File: config.mk
export PLATFORM = sky130hd
export DESIGN_NAME = mul_arb
export DESIGN_NICKNAME = d
export VERILOG_FILES = /design/src/rtl/mul_arb.sv
export SDC_FILE = /design/constraint.sdc
export NUM_CORES = 1
export LEC_CHECK = 0
export ABC_CLOCK_PERIOD_IN_PS = 2300
export BUFFER_PORTS_ARGS = -buffer_cell sky130_fd_sc_hd__buf_4
export CAP_MARGIN = 20
export CORE_AREA = 3 3 257 259
export CTS_BUF_LIST = sky130_fd_sc_hd__clkbuf_16
export CTS_CLUSTER_SIZE = 16
export DETAILED_ROUTE_END_ITERATION = 8
export DIE_AREA = 0 0 260 262
export GPL_ROUTABILITY_DRIVEN = 0
export SLEW_MARGIN = 20
export SYNTH_ARGS = -nofsm -noshare
export SYNTH_HDL_FRONTEND = slang
export SYNTH_SLANG_ARGS = --single-unit
export TNS_END_PERCENT = 30
File: constraint.sdc
create_clock -name clk -period 2.3 [get_ports clk]
set_input_delay 0.46 -clock clk [delete_from_list [all_inputs] [get_ports clk]]
set_output_delay 0.46 -clock clk [all_outputs]
set_load 0.01 [all_outputs]
File: src/rtl/mul_arb.sv
// Arbiter that shares one pipelined multiplier between two requesters and routes results back by tag.
// Define MULARB_ROUNDROBIN_EN for round-robin arbitration; otherwise requester 0 has fixed priority.
module mul_arb #(
  parameter int XLEN = 64,
  parameter int LAT  = 2
) (
  input  logic              clk,
  input  logic              reset,
  input  logic              Stall,
  input  logic              Flush0,
  input  logic              Req0Valid,
  input  logic              Req1Valid,
  input  logic [XLEN-1:0]   Req0A,
  input  logic [XLEN-1:0]   Req0B,
  input  logic [XLEN-1:0]   Req1A,
  input  logic [XLEN-1:0]   Req1B,
  input  logic [2:0]        Req0Funct3,
  input  logic [2:0]        Req1Funct3,
  output logic              Req0Ready,
  output logic              Req1Ready,
  output logic              MulIssue,
  output logic [XLEN-1:0]   MulA,
  output logic [XLEN-1:0]   MulB,
  output logic [2:0]        MulFunct3,
  input  logic [2*XLEN-1:0] MulProd,
  output logic              Rsp0Valid,
  output logic              Rsp1Valid,
  output logic [2*XLEN-1:0] RspProd
);

  // Handshake: an operation transfers in the cycle ReqNValid and ReqNReady are both 1;
  // responses are single-cycle pulses with no backpressure.
  logic [LAT-1:0] tag_v, tag_id;
  logic [LAT-1:0] nxt_v, nxt_id;
  logic           last_grant;
  logic           want0, want1, gnt0, gnt1;

  always_comb begin
    want0 = Req0Valid && !Flush0;
    want1 = Req1Valid;
    gnt0  = 1'b0;
    gnt1  = 1'b0;
    if (!reset && !Stall) begin
`ifdef MULARB_ROUNDROBIN_EN
      if (want0 && want1) begin
        gnt0 = last_grant;
        gnt1 = !last_grant;
      end else begin
        gnt0 = want0;
        gnt1 = want1;
      end
`else
      gnt0 = want0;
      gnt1 = want1 && !want0;
`endif
    end
  end

  assign Req0Ready = gnt0;
  assign Req1Ready = gnt1;
  assign MulIssue  = gnt0 || gnt1;
  assign MulA      = gnt1 ? Req1A : (gnt0 ? Req0A : '0);
  assign MulB      = gnt1 ? Req1B : (gnt0 ? Req0B : '0);
  assign MulFunct3 = gnt1 ? Req1Funct3 : (gnt0 ? Req0Funct3 : 3'b000);

  // Stall gates the pulse so a frozen result is reported exactly once, on the cycle it leaves.
  assign Rsp0Valid = !reset && !Stall && !Flush0 && tag_v[LAT-1] && !tag_id[LAT-1];
  assign Rsp1Valid = !reset && !Stall && tag_v[LAT-1] && tag_id[LAT-1];
  assign RspProd   = (Rsp0Valid || Rsp1Valid) ? MulProd : '0;

  always_comb begin
    nxt_v  = tag_v;
    nxt_id = tag_id;
    if (!Stall) begin
      for (int i = LAT - 1; i > 0; i--) begin
        nxt_v[i]  = tag_v[i-1];
        nxt_id[i] = tag_id[i-1];
      end
      nxt_v[0]  = MulIssue;
      nxt_id[0] = gnt1;
    end
    // Flush kills requester-0 work even while the pipeline is frozen.
    if (Flush0) begin
      for (int i = 0; i < LAT; i++) begin
        if (!nxt_id[i]) nxt_v[i] = 1'b0;
      end
    end
  end

  always_ff @(posedge clk or posedge reset) begin
    if (reset) begin
      tag_v      <= '0;
      tag_id     <= '0;
      last_grant <= 1'b1;
    end else begin
      tag_v  <= nxt_v;
      tag_id <= nxt_id;
      if (MulIssue && (last_grant != gnt1)) last_grant <= gnt1;
    end
  end

endmodule

# ---- Word-level counts from Yosys, hierarchy flattened
# Cells that the tools add are included.
dict set report word_totals {
  regBits 4
  inputBits 396
  out_inout_bits 264
  elab_cells 31
}
dict set report classes {
  mux 14
  n_reduce_logical 15
}
# cell n
set ops {}
lappend ops {{$mux W64} 4}
lappend ops {{$mux W128} 1}
lappend ops {{$logic_and A1 B1 Y1} 8}
lappend ops {{$mux W2} 3}
lappend ops {{$mux W3} 2}
lappend ops {{$logic_not A1 Y1} 5}
lappend ops {{$mux W1} 4}
lappend ops {{$logic_or A1 B1 Y1} 2}

# ---- Logic depth before layout (Yosys ltp)
# Gate-level depths: netlist of run 1.
dict set report logic_depth {
  depth_word 9
  ltp_mapped 6
  depth_no_buf 3
}

# ---- Worst setup path before layout of run 1
# No wires, ideal clock.
dict set report synth_path {
  kind {input port to output port}
  start {in Req0Valid}
  end {out MulA[48]}
  t_arrival_ns 1.276
  required_ns 1.840
  setup_slack_ns 0.564
  cell_stages 6
  n_path_buf 3
  path_cell_list {nor2b_1 buf_2 buf_4 buf_2 nand2_1 a21oi_1}
}
dict set report synth_between {
  elab_chain_cells 5
  word_cells_on_any_way 7
  cone_classes {mux (4); reduce/logical (3)}
}
# element line_no
set synth_lines {}
lappend synth_lines {{start: declaration} 11} ;# input logic Req0Valid,
lappend synth_lines {{$logic_and A1 B1 Y1 *} 39} ;# want0 = Req0Valid && !Flush0;
lappend synth_lines {{$logic_not A1 Y1} 54} ;# gnt1 = want1 && !want0;
lappend synth_lines {{$logic_and A1 B1 Y1} 54}
lappend synth_lines {{$mux W1} 43} ;# if (!reset && !Stall) begin
lappend synth_lines {{$mux W64 *} 62} ;# assign MulA = gnt1 ? Req1A : (gnt0 ? Req0A : '0);
lappend synth_lines {{end: declaration} 22} ;# output logic [XLEN-1:0] MulA,
# Every way passes the cells marked *; elsewhere a longest branch is shown, timed or not.

# ---- Worst setup path in the final report of run 1
dict set report layout_path {
  start {in Stall}
  end {out RspProd[112]}
}
dict set report layout_between {
  elab_chain_cells 7
  word_cells_on_any_way 9
  cone_classes {mux (1); reduce/logical (8)}
}
# element line_no
set layout_lines {}
lappend layout_lines {{start: declaration} 9} ;# input logic Stall,
lappend layout_lines {{$logic_not A1 Y1 *} -}
lappend layout_lines {{$logic_and A1 B1 Y1 *} {67, 68}}
lappend layout_lines {{$logic_and A1 B1 Y1 (3 in series)} 67} ;# assign Rsp0Valid = !reset && !Stall && !Flush0 && tag_v[LAT-1] && !tag_id[LAT-1];
lappend layout_lines {{$logic_or A1 B1 Y1 *} 69} ;# assign RspProd = (Rsp0Valid || Rsp1Valid) ? MulProd : '0;
lappend layout_lines {{$mux W128 *} 69}
lappend layout_lines {{end: declaration} 28} ;# output logic [2*XLEN-1:0] RspProd
# Marks and branches as above.

==> results of run 1 <==
layer usage:
| metal | vias to the layer above | track usage [%] |
|---|---|---|
| met2 | 391 | 12.7 |
| met4 | 0 | 1.31 |
| met5 | - | 0 |
| met1 | 2929 | 8.04 |
| met3 | 13 | 1.75 |
| li1 | 3299 | - |
path summary, 6_finish.rpt:
kind	endpoint	startpoint	slack, ns
max	RspProd[112]	Stall	0.15
min	tag_id[0]	reset	0.16
max reg2reg	tag_v[1]	tag_id[1]	1.36
min reg2reg	tag_id[0]	tag_id[0]	0.50
max in group asynchronous	tag_v[1]	reset	2.00
min in group clk	tag_id[0]	tag_id[0]	0.50
final cells by class:
cell class | count | area share (%)
timing repair buffer | 690 | 54.3
multi-input combinational | 540 | 32.9
tap | 855 | 10.9
sequential | 4 | 1.02
clock buffer | 3 | 0.766
inverter | 2 | 0.0766
antenna | 2 | 0.0511
critical path, delay by kind of cell:
family	cells	cell delay (ns)
AO/OA/AOI/OAI	1	0.34
buffers and inverters	3	0.54
AND/OR/NAND/NOR	2	0.33
cell usage after synthesis (all sizes together):
library cell	number	area [um2]
nand2	132	495
a21oi	131	881
nand3	131	656
and2	128	1050
buf	65	533
clkbuf	9	33.8
nor2	6	25.0
dfrtp	4	100
and3	2	12.5
inv	2	7.51
a21o	1	7.51
mux2	1	11.3
mux2i	1	10.0
nand2b	1	6.26
nor2b	1	6.26
nor3	1	5.00
o211a	1	17.5
o211ai	1	7.51
o21ai	1	5.00
or2	1	6.26
metrics by stage:
step,power (uW),setup slack [ns],hold slack [ns],cell area (um2)
after global routing,1680,0.0381,0.172,9790
after floorplan,511,0.564,0.226,3880
after global placement,1310,0.145,0.398,9720
after detailed placement,1310,0.139,0.401,9720
final,1570,0.148,0.158,9800
after CTS,1590,0.134,0.163,9790
power breakdown:
group / switching, uW / internal [uW] / leakage (uW)
clock network: 48.0 / 222 / 0.0000370
logic: 518 / 701 / 0.00465
registers: 4.98 / 76.3 / 0.0000532
cell families (layout without fill, tap and decap cells):
logic type / after synthesis / after routing / synth area share (%)
other: 0 / 2 / 0
DFF: 4 / 4 / 2.58
and+or+nand+nor: 403 / 403 / 58.4
buffers and inverters: 76 / 695 / 14.8
muxes: 2 / 2 / 0.549
AOI/OAI and AO/OA: 135 / 135 / 23.7
sequential cells by signal, indices dropped and copies added (netlist names):
| register | cells |
|---|---|
| tag_v | 2 |
| tag_id | 2 |
==> reports/qor.txt, run 1 <==
post-synthesis register bit count -> 4
Hold Path Class -> primary input to async pin
worst-margin pin slew -> 0.513 ns
Max Slew Vio Count -> 0
clock sink count -> 4
Detailed Routing Iterations Pass 1 -> 5
Synth cell types -> 28
Area Growth Syn to Fin -> 153%
TritonCTS clock tree -> yes
post-layout minimum cycle time -> 2.15 ns
slew margin rel. -> 65.8%
CTS clk-pin slew, worst paths -> 0.03 ns
CORE AREA -> 64100 um2
remaining global-route overflow -> 0
vias in the first global route -> 6094
Rows -> 93
NumNets Final -> 1637
CP startpoint kind -> primary input
CTS H-tree depth -> 1
post-CTS sizing -> 0
Root Buffer -> clkbuf_16
Routed met3 length -> 3060 um
ratio of cells with drive above 1 in the final layout -> 69.3%
HPWL after detailed placement -> 23700 um
Post-Syn Area -> 3880 um2
Non-Filler Instances -> 2096
Yosys warnings -> 0
Final Hold Viols -> 0
CP Capture Type -> output port
multi-input combinational cell area -> 3220 um2
most common cell after layout, fill and taps aside -> buf_4
RSZ-0062 raised after global routing -> no
critical-path cell list -> buf_4, nor2_2, o211a_4, buf_4, and2_1, buf_4
crit path max fanout -> 22
clk buf depth -> 2
largest vdd supply drop -> 195 uV
fill count -> 7314
Worst Path Arrival -> 1.69 ns
DR vias -> 6632
initial antenna violation count -> 1
global-route wire length before repair -> 35900 um
Fmax achieved -> 0.465 GHz
hold buffer count at cts -> 0
Crit Path Class -> primary input to output port
setup_tns -> 0 ns
Reg2Reg Depth -> 3
met2 WL post-DR -> 14200 um
Max-Cap Viols -> 0
Critical Path Max Stage Delay -> 0.34 ns
Starting Density -> 6.05%
DRT iter0 DRCs -> 342
Mapped Cells -> 620
Die Width -> 260 um
# Post-CTS Setup Buffers -> 0
Boundary Pins -> 660
most frequent cells in the layout -> buf_4, nand2_1, nand3_1
FF/Latch Area -> 100 um2
part of the cycle the worst path needs -> 93.6%
post-synthesis sequential area ratio -> 2.58%
Crit path required time -> 1.84 ns
Vias per Instance -> 3.16
CP dominant cell by count -> buf_4
GRT Util Overall -> 6.88%
endpoints failing setup -> 0
pin count of the biggest net entering global routing -> 73
Syn Nets -> 1016
Pleak -> 0.00474 uW
Final Skew -> 0.000270 ns
DRT met1 WL -> 10200 um
fin util -> 15.3%
die height -> 262 um
Slowest-stage cell, CP -> o211a_4
clk_lat worst skew -> 0.22 ns
mean area per synthesized cell -> 6.25 um2
Avg WL per Cell -> 13.3 um
IO buf count -> 659
max layer used -> met4
final WL -> 27900 um
drc violations -> 0
CTS buffer count -> 3
post-route ant nets -> 0
dpl cells -> 2091
status -> finished clean
pwr dens -> 160 nW/um2
total die area -> 68100 um2
No activity file was read; power rests on OpenSTA's default activity.
==> run 2: changes to the inputs <==
ABC_CLOCK_PERIOD_IN_PS = 2000   (was 2300)
CORE_AREA = 3 3 254 256   (was 3 3 257 259)
DIE_AREA = 0 0 257 259   (was 0 0 260 262)
PLACE_DENSITY_LB_ADDON = 0.12   (was unset)
clock period = 2 ns   (was 2.3 ns; I/O delays follow)
==> run 2 against run 1 <==
Against the previous run:
- non-clock buffer count is 21 higher
- hold slack got worse by 0.059 ns
- clock skew up 0.0012 ns
- clock power increased by 16%
- total power up 21%
- via count up 1.6%
- critical endpoint is now MulA[58]
- the flow now finishes with violations (negative setup slack)
- critical path type unchanged
- flip-flop and latch count is the same
==> reports/qor.txt, run 2 (same netlist as run 1, synthesis figures left out) <==
final WL -> 35600 um (was 27900 um)
Routed met3 length -> 2550 um (was 3060 um)
pin count of the biggest net entering global routing -> 76 (was 73)
setup_tns -> -0.0120 ns (was 0 ns)
HPWL after detailed placement -> 29600 um (was 23700 um)
Crit path required time -> 1.60 ns (was 1.84 ns)
Crit Path Class -> primary input to output port (unchanged)
most frequent cells in the layout -> buf_4, nand2_1, nand3_1 (unchanged)
Area Growth Syn to Fin -> 161% (was 153%)
slew margin rel. -> 55.2% (was 65.8%)
dpl cells -> 2097 (was 2091)
clock sink count -> 4 (unchanged)
part of the cycle the worst path needs -> 100%
Worst Path Arrival -> 1.61 ns (was 1.69 ns)
Die Width -> 257 um (was 260 um)
total power -> 1900 uW (was 1570 uW)
DRT iter0 DRCs -> 245 (was 342)
clk buf depth -> 2 (unchanged)
DRT met1 WL -> 14000 um (was 10200 um)
global-route wire length before repair -> 48500 um (was 35900 um)
crit path max fanout -> 75 (was 22)
Non-Filler Instances -> 2107 (was 2096)
Final Hold Viols -> 0 (unchanged)
Detailed Routing Iterations Pass 1 -> 4 (was 5)
Pleak -> 0.00491 uW (was 0.00474 uW)
failing checks -> negative setup slack
IO buf count -> 659 (unchanged)
Root Buffer -> clkbuf_16 (unchanged)
post-layout minimum cycle time -> 2.01 ns
CP Capture Type -> output port (unchanged)
DR vias -> 6737 (was 6632)
total die area -> 66600 um2 (was 68100 um2)
post-route ant nets -> 0 (unchanged)
CTS H-tree depth -> 1 (unchanged)
CORE AREA -> 62700 um2 (was 64100 um2)
ratio of cells with drive above 1 in the final layout -> 70.0% (was 69.3%)
clk_lat worst skew -> 0.22 ns (about the same)
max layer used -> met4 (unchanged)
met2 WL post-DR -> 18700 um (was 14200 um)
endpoints failing setup -> 2 (was 0)
pre-CTS setup slack -> -0.0120 ns (was 0.139 ns)
pwr dens -> 188 nW/um2 (was 160 nW/um2)
Hold Path Class -> primary input to async pin (unchanged)
CTS buffer count -> 3 (unchanged)
Avg WL per Cell -> 16.9 um (was 13.3 um)
FF/Latch Area -> 100 um2 (unchanged)
Rows -> 92 (was 93)
Final Skew -> 0.00149 ns (was 0.000270 ns)
CTS clk-pin slew, worst paths -> 0.03 ns (about the same)
DP Area -> 9900 um2 (was 9720 um2)
remaining global-route overflow -> 0 (unchanged)
worst-margin pin slew -> 0.672 ns (was 0.513 ns)
CP startpoint kind -> primary input (unchanged)
most common cell after layout, fill and taps aside -> buf_4 (unchanged)
status -> complete, but fails checks (was finished clean)
fill count -> 7336 (was 7314)
post-route cell area -> 10100 um2 (was 9800 um2)
Max-Cap Viols -> 0 (unchanged)
initial antenna violation count -> 3 (was 1)
NumNets Final -> 1658 (was 1637)
die height -> 259 um (was 262 um)
GRT Util Overall -> 9.64% (was 6.88%)
Boundary Pins -> 660 (unchanged)
Max Slew Vio Count -> 0 (unchanged)
Top Registers -> tag_id (2), tag_v (2) (unchanged)
largest vdd supply drop -> 267 uV (was 195 uV)
drc violations -> 0 (unchanged)
min setup slack post-route -> -0.00884 ns (was 0.148 ns)
RSZ-0062 raised after global routing -> yes (was no)
TritonCTS clock tree -> yes (unchanged)
multi-input combinational cell area -> 3230 um2 (was 3220 um2)
Vias per Instance -> 3.20 (was 3.16)
Starting Density -> 6.18% (was 6.05%)
vias in the first global route -> 6907 (was 6094)
Fmax achieved -> 0.498 GHz
==> run 2: layer usage <==
| layer | vias up | global-route usage, % |
|---|---|---|
| met1 | 3052 | 11.4 |
| met5 | - | 0 |
| met3 | 10 | 2.37 |
| met2 | 332 | 18.1 |
| met4 | 0 | 0.913 |
| li1 | 3343 | - |
==> run 2: worst max-delay path: stages <==
cell and delay (ns):
buf_4 0.13, or2_4 0.28, buf_12 0.18, a21oi_2 0.27, buf_4 0.15
==> run 2: per-stage QoR <==
step / utilization [%] / hold WS [ns]
finish: 16.2 / 0.0991
global route: 16.2 / 0.106
CTS: 16.1 / 0.101
detailed placement: 15.8 / 0.332
global placement: 15.8 / 0.334
floorplan: - / 0.166
==> run 2: final timing paths <==
| path | from | to | slack [ns] | cells past startpoint |
|---|---|---|---|---|
| min | reset | tag_v[1] | 0.1 | 2 |
| min reg2reg | tag_id[0] | tag_id[0] | 0.50 | 1 |
| min in group clk | Stall | tag_id[0] | 0.45 | 2 |
| max | reset | MulA[58] | -0.009 | 5 |
| max in group asynchronous | reset | tag_id[0] | 1.74 | 2 |
| max reg2reg | tag_id[1] | tag_v[1] | 1.05 | 3 |
==> run 2: what timing repair did <==
item | in CTS | in global routing
hold buffers | 0 | 0
resized for setup | 0 | 7
buffers inserted | 2 | 2
endpoints found under the setup margin | 1 | 47
gates cloned | 2 | 1
==> run 2: report_power, final <==
part	leakage, uW	switching, uW	total (uW)	internal [uW]
sequential	0.0000532	6.36	94.1	87.7
combinational	0.00482	619	1490	873
clock	0.0000370	58.6	314	256
total	0.00491	684	1900	1220
==> run 2: final cells by class <==
class,count,area share (%)
Multi-Input combinational cell,540,31.9
Inverter,2,0.0741
Antenna cell,1,0.0247
Tap cell,846,10.4
Timing Repair Buffer,711,55.9
Sequential cell,4,0.988
Clock buffer,3,0.741
==> run 3: changes to the inputs <==
CORE_AREA = 2 2 260 262   (was 3 3 254 256)
DIE_AREA = 0 0 262 264   (was 0 0 257 259)
==> run 3 against run 2 <==
Against the previous run:
- the run now ends clean
- setup slack better by 0.067 ns
- highest routed layer unchanged
- via count up 0.61%
- largest power group unchanged
- cell count up 2.0%
- non-clock buffer count up 17
==> reports/qor.txt, run 3 (same netlist as run 1, synthesis figures left out) <==
Boundary Pins -> 660 (unchanged)
post-layout minimum cycle time -> 1.94 ns (was 2.01 ns)
pin count of the biggest net entering global routing -> 39 (was 76)
DRT iter0 DRCs -> 198 (was 245)
global-route wire length before repair -> 46200 um (was 48500 um)
Final Hold Viols -> 0 (unchanged)
CP startpoint kind -> primary input (unchanged)
CTS buffer count -> 3 (unchanged)
hold buffer count at cts -> 0 (unchanged)
slew margin rel. -> 63.4% (was 55.2%)
NumNets Final -> 1675 (was 1658)
clock sink count -> 4 (unchanged)
remaining global-route overflow -> 0 (unchanged)
total die area -> 69200 um2 (was 66600 um2)
largest vdd supply drop -> 150 uV (was 267 uV)
Rows -> 95 (was 92)
Hold Path Class -> primary input to async pin (unchanged)
Vias per Instance -> 3.15 (was 3.20)
Slowest-stage cell, CP -> nor2b_4 (was or2_4)
pwr dens -> 187 nW/um2 (was 188 nW/um2)
CTS H-tree depth -> 1 (unchanged)
Root Buffer -> clkbuf_16 (unchanged)
initial antenna violation count -> 1 (was 3)
Max Slew Vio Count -> 0 (unchanged)
Crit Path Class -> primary input to output port (unchanged)
Avg WL per Cell -> 16.1 um (was 16.9 um)
Starting Density -> 5.83% (was 6.18%)
Die Width -> 262 um (was 257 um)
part of the cycle the worst path needs -> 97.1% (was 100%)
endpoints failing setup -> 0 (was 2)
most common cell after layout, fill and taps aside -> buf_4 (unchanged)
TritonCTS clock tree -> yes (unchanged)
post-route cell area -> 10200 um2 (was 10100 um2)
DP Area -> 10100 um2 (was 9900 um2)
CP bufs+invs -> 4 (was 3)
Area Growth Syn to Fin -> 164% (was 161%)
IO buf count -> 659 (unchanged)
clk_lat worst skew -> 0.23 ns (was 0.22 ns)
critical path's top delay family -> buffers and inverters (unchanged)
Critical Path Max Stage Delay -> 0.24 ns (was 0.28 ns)
Detailed Routing Iterations Pass 1 -> 4 (unchanged)
Min Hold Slack -> 0.0847 ns (was 0.0991 ns)
drc violations -> 0 (unchanged)
critical-path cell list -> buf_4, nor2b_4, buf_12, buf_12, nand2_1, a21oi_2, buf_4 (was buf_4, or2_4, buf_12, a21oi_2, buf_4)
CORE AREA -> 66600 um2 (was 62700 um2)
CTS clk-pin slew, worst paths -> 0.03 ns (about the same)
ratio of cells with drive above 1 in the final layout -> 70.4% (was 70.0%)
most frequent cells in the layout -> buf_4, nand2_1, nand3_1 (unchanged)
worst-margin pin slew -> 0.549 ns (was 0.672 ns)
Max-Cap Viols -> 0 (unchanged)
Pleak -> 0.00497 uW (was 0.00491 uW)
status -> finished clean (was complete, but fails checks)
Fmax achieved -> 0.515 GHz (was 0.498 GHz)
Final Skew -> 0.00265 ns (was 0.00149 ns)
GRT Util Overall -> 8.87% (was 9.64%)
final WL -> 34500 um (was 35600 um)
ANT cells -> 0 (was 1)
Crit path required time -> 1.60 ns (about the same)
crit path max fanout -> 13 (was 75)
die height -> 264 um (was 259 um)
clk buf depth -> 2 (unchanged)
setup_tns -> 0 ns (was -0.0120 ns)
Worst Path Arrival -> 1.54 ns (was 1.61 ns)
HPWL after detailed placement -> 29200 um (was 29600 um)
DR vias -> 6778 (was 6737)
Top Registers -> tag_id (2), tag_v (2) (unchanged)
CP Capture Type -> output port (unchanged)
vias in the first global route -> 6751 (was 6907)
post-route ant nets -> 0 (unchanged)
[run 3: layout make-up]
cell class / instances / area, um2
Fill cell: 7702 / 56300
Timing Repair Buffer: 728 / 5740
Multi-Input combinational cell: 540 / 3230
Tap cell: 873 / 1090
Sequential cell: 4 / 100
Clock buffer: 3 / 75.1
Inverter: 2 / 7.51
[run 3: worst paths after layout]
kind	end	cells past startpoint	slack, ns	start
worst min-delay path	tag_id[0]	2	0.08	reset
max in group asynchronous	tag_v[1]	2	1.76	reset
worst max register to register	tag_v[1]	3	1.05	tag_id[1]
min in group clk	tag_id[0]	1	0.50	tag_id[0]
worst min register to register	tag_id[0]	1	0.50	tag_id[0]
worst max-delay path	MulB[7]	7	0.06	Flush0
[run 3: what timing repair did]
action | 4_1_cts | 5_1_grt
pin swaps | 0 | 0
resized for setup | 0 | 3
endpoints found under the setup margin | 24 | 8
cloned | 0 | 2
buffers inserted | 1 | 3
[run 3: per-stage QoR]
step                      util, %  power [uW]  instances  setup WS, ns
final                        15.4        1920       2150        0.0579
after global routing         15.4        2060       2150      -0.00269
after CTS                    15.2        1930       2145       0.00972
after detailed placement     15.1        1610       2141       -0.0448
after global placement       15.1        1620       2141       -0.0505
after floorplan                 -         587        620         0.384
[run 3: power breakdown]
group	leakage [uW]	internal (uW)	switching [uW]	total, uW
registers	0.0000532	87.7	6.13	93.9
logic	0.00488	882	627	1510
clock network	0.0000370	255	57.2	313
total	0.00497	1230	691	1920
[run 3: routing by layer]
metal | GRT usage, % | up-vias | routed length (um)
li1 | - | 3377 | -
met1 | 9.38 | 3051 | 12300
met2 | 18.1 | 334 | 19200
met3 | 1.62 | 16 | 2580
met4 | 1.24 | 0 | 441
met5 | 0 | - | 0
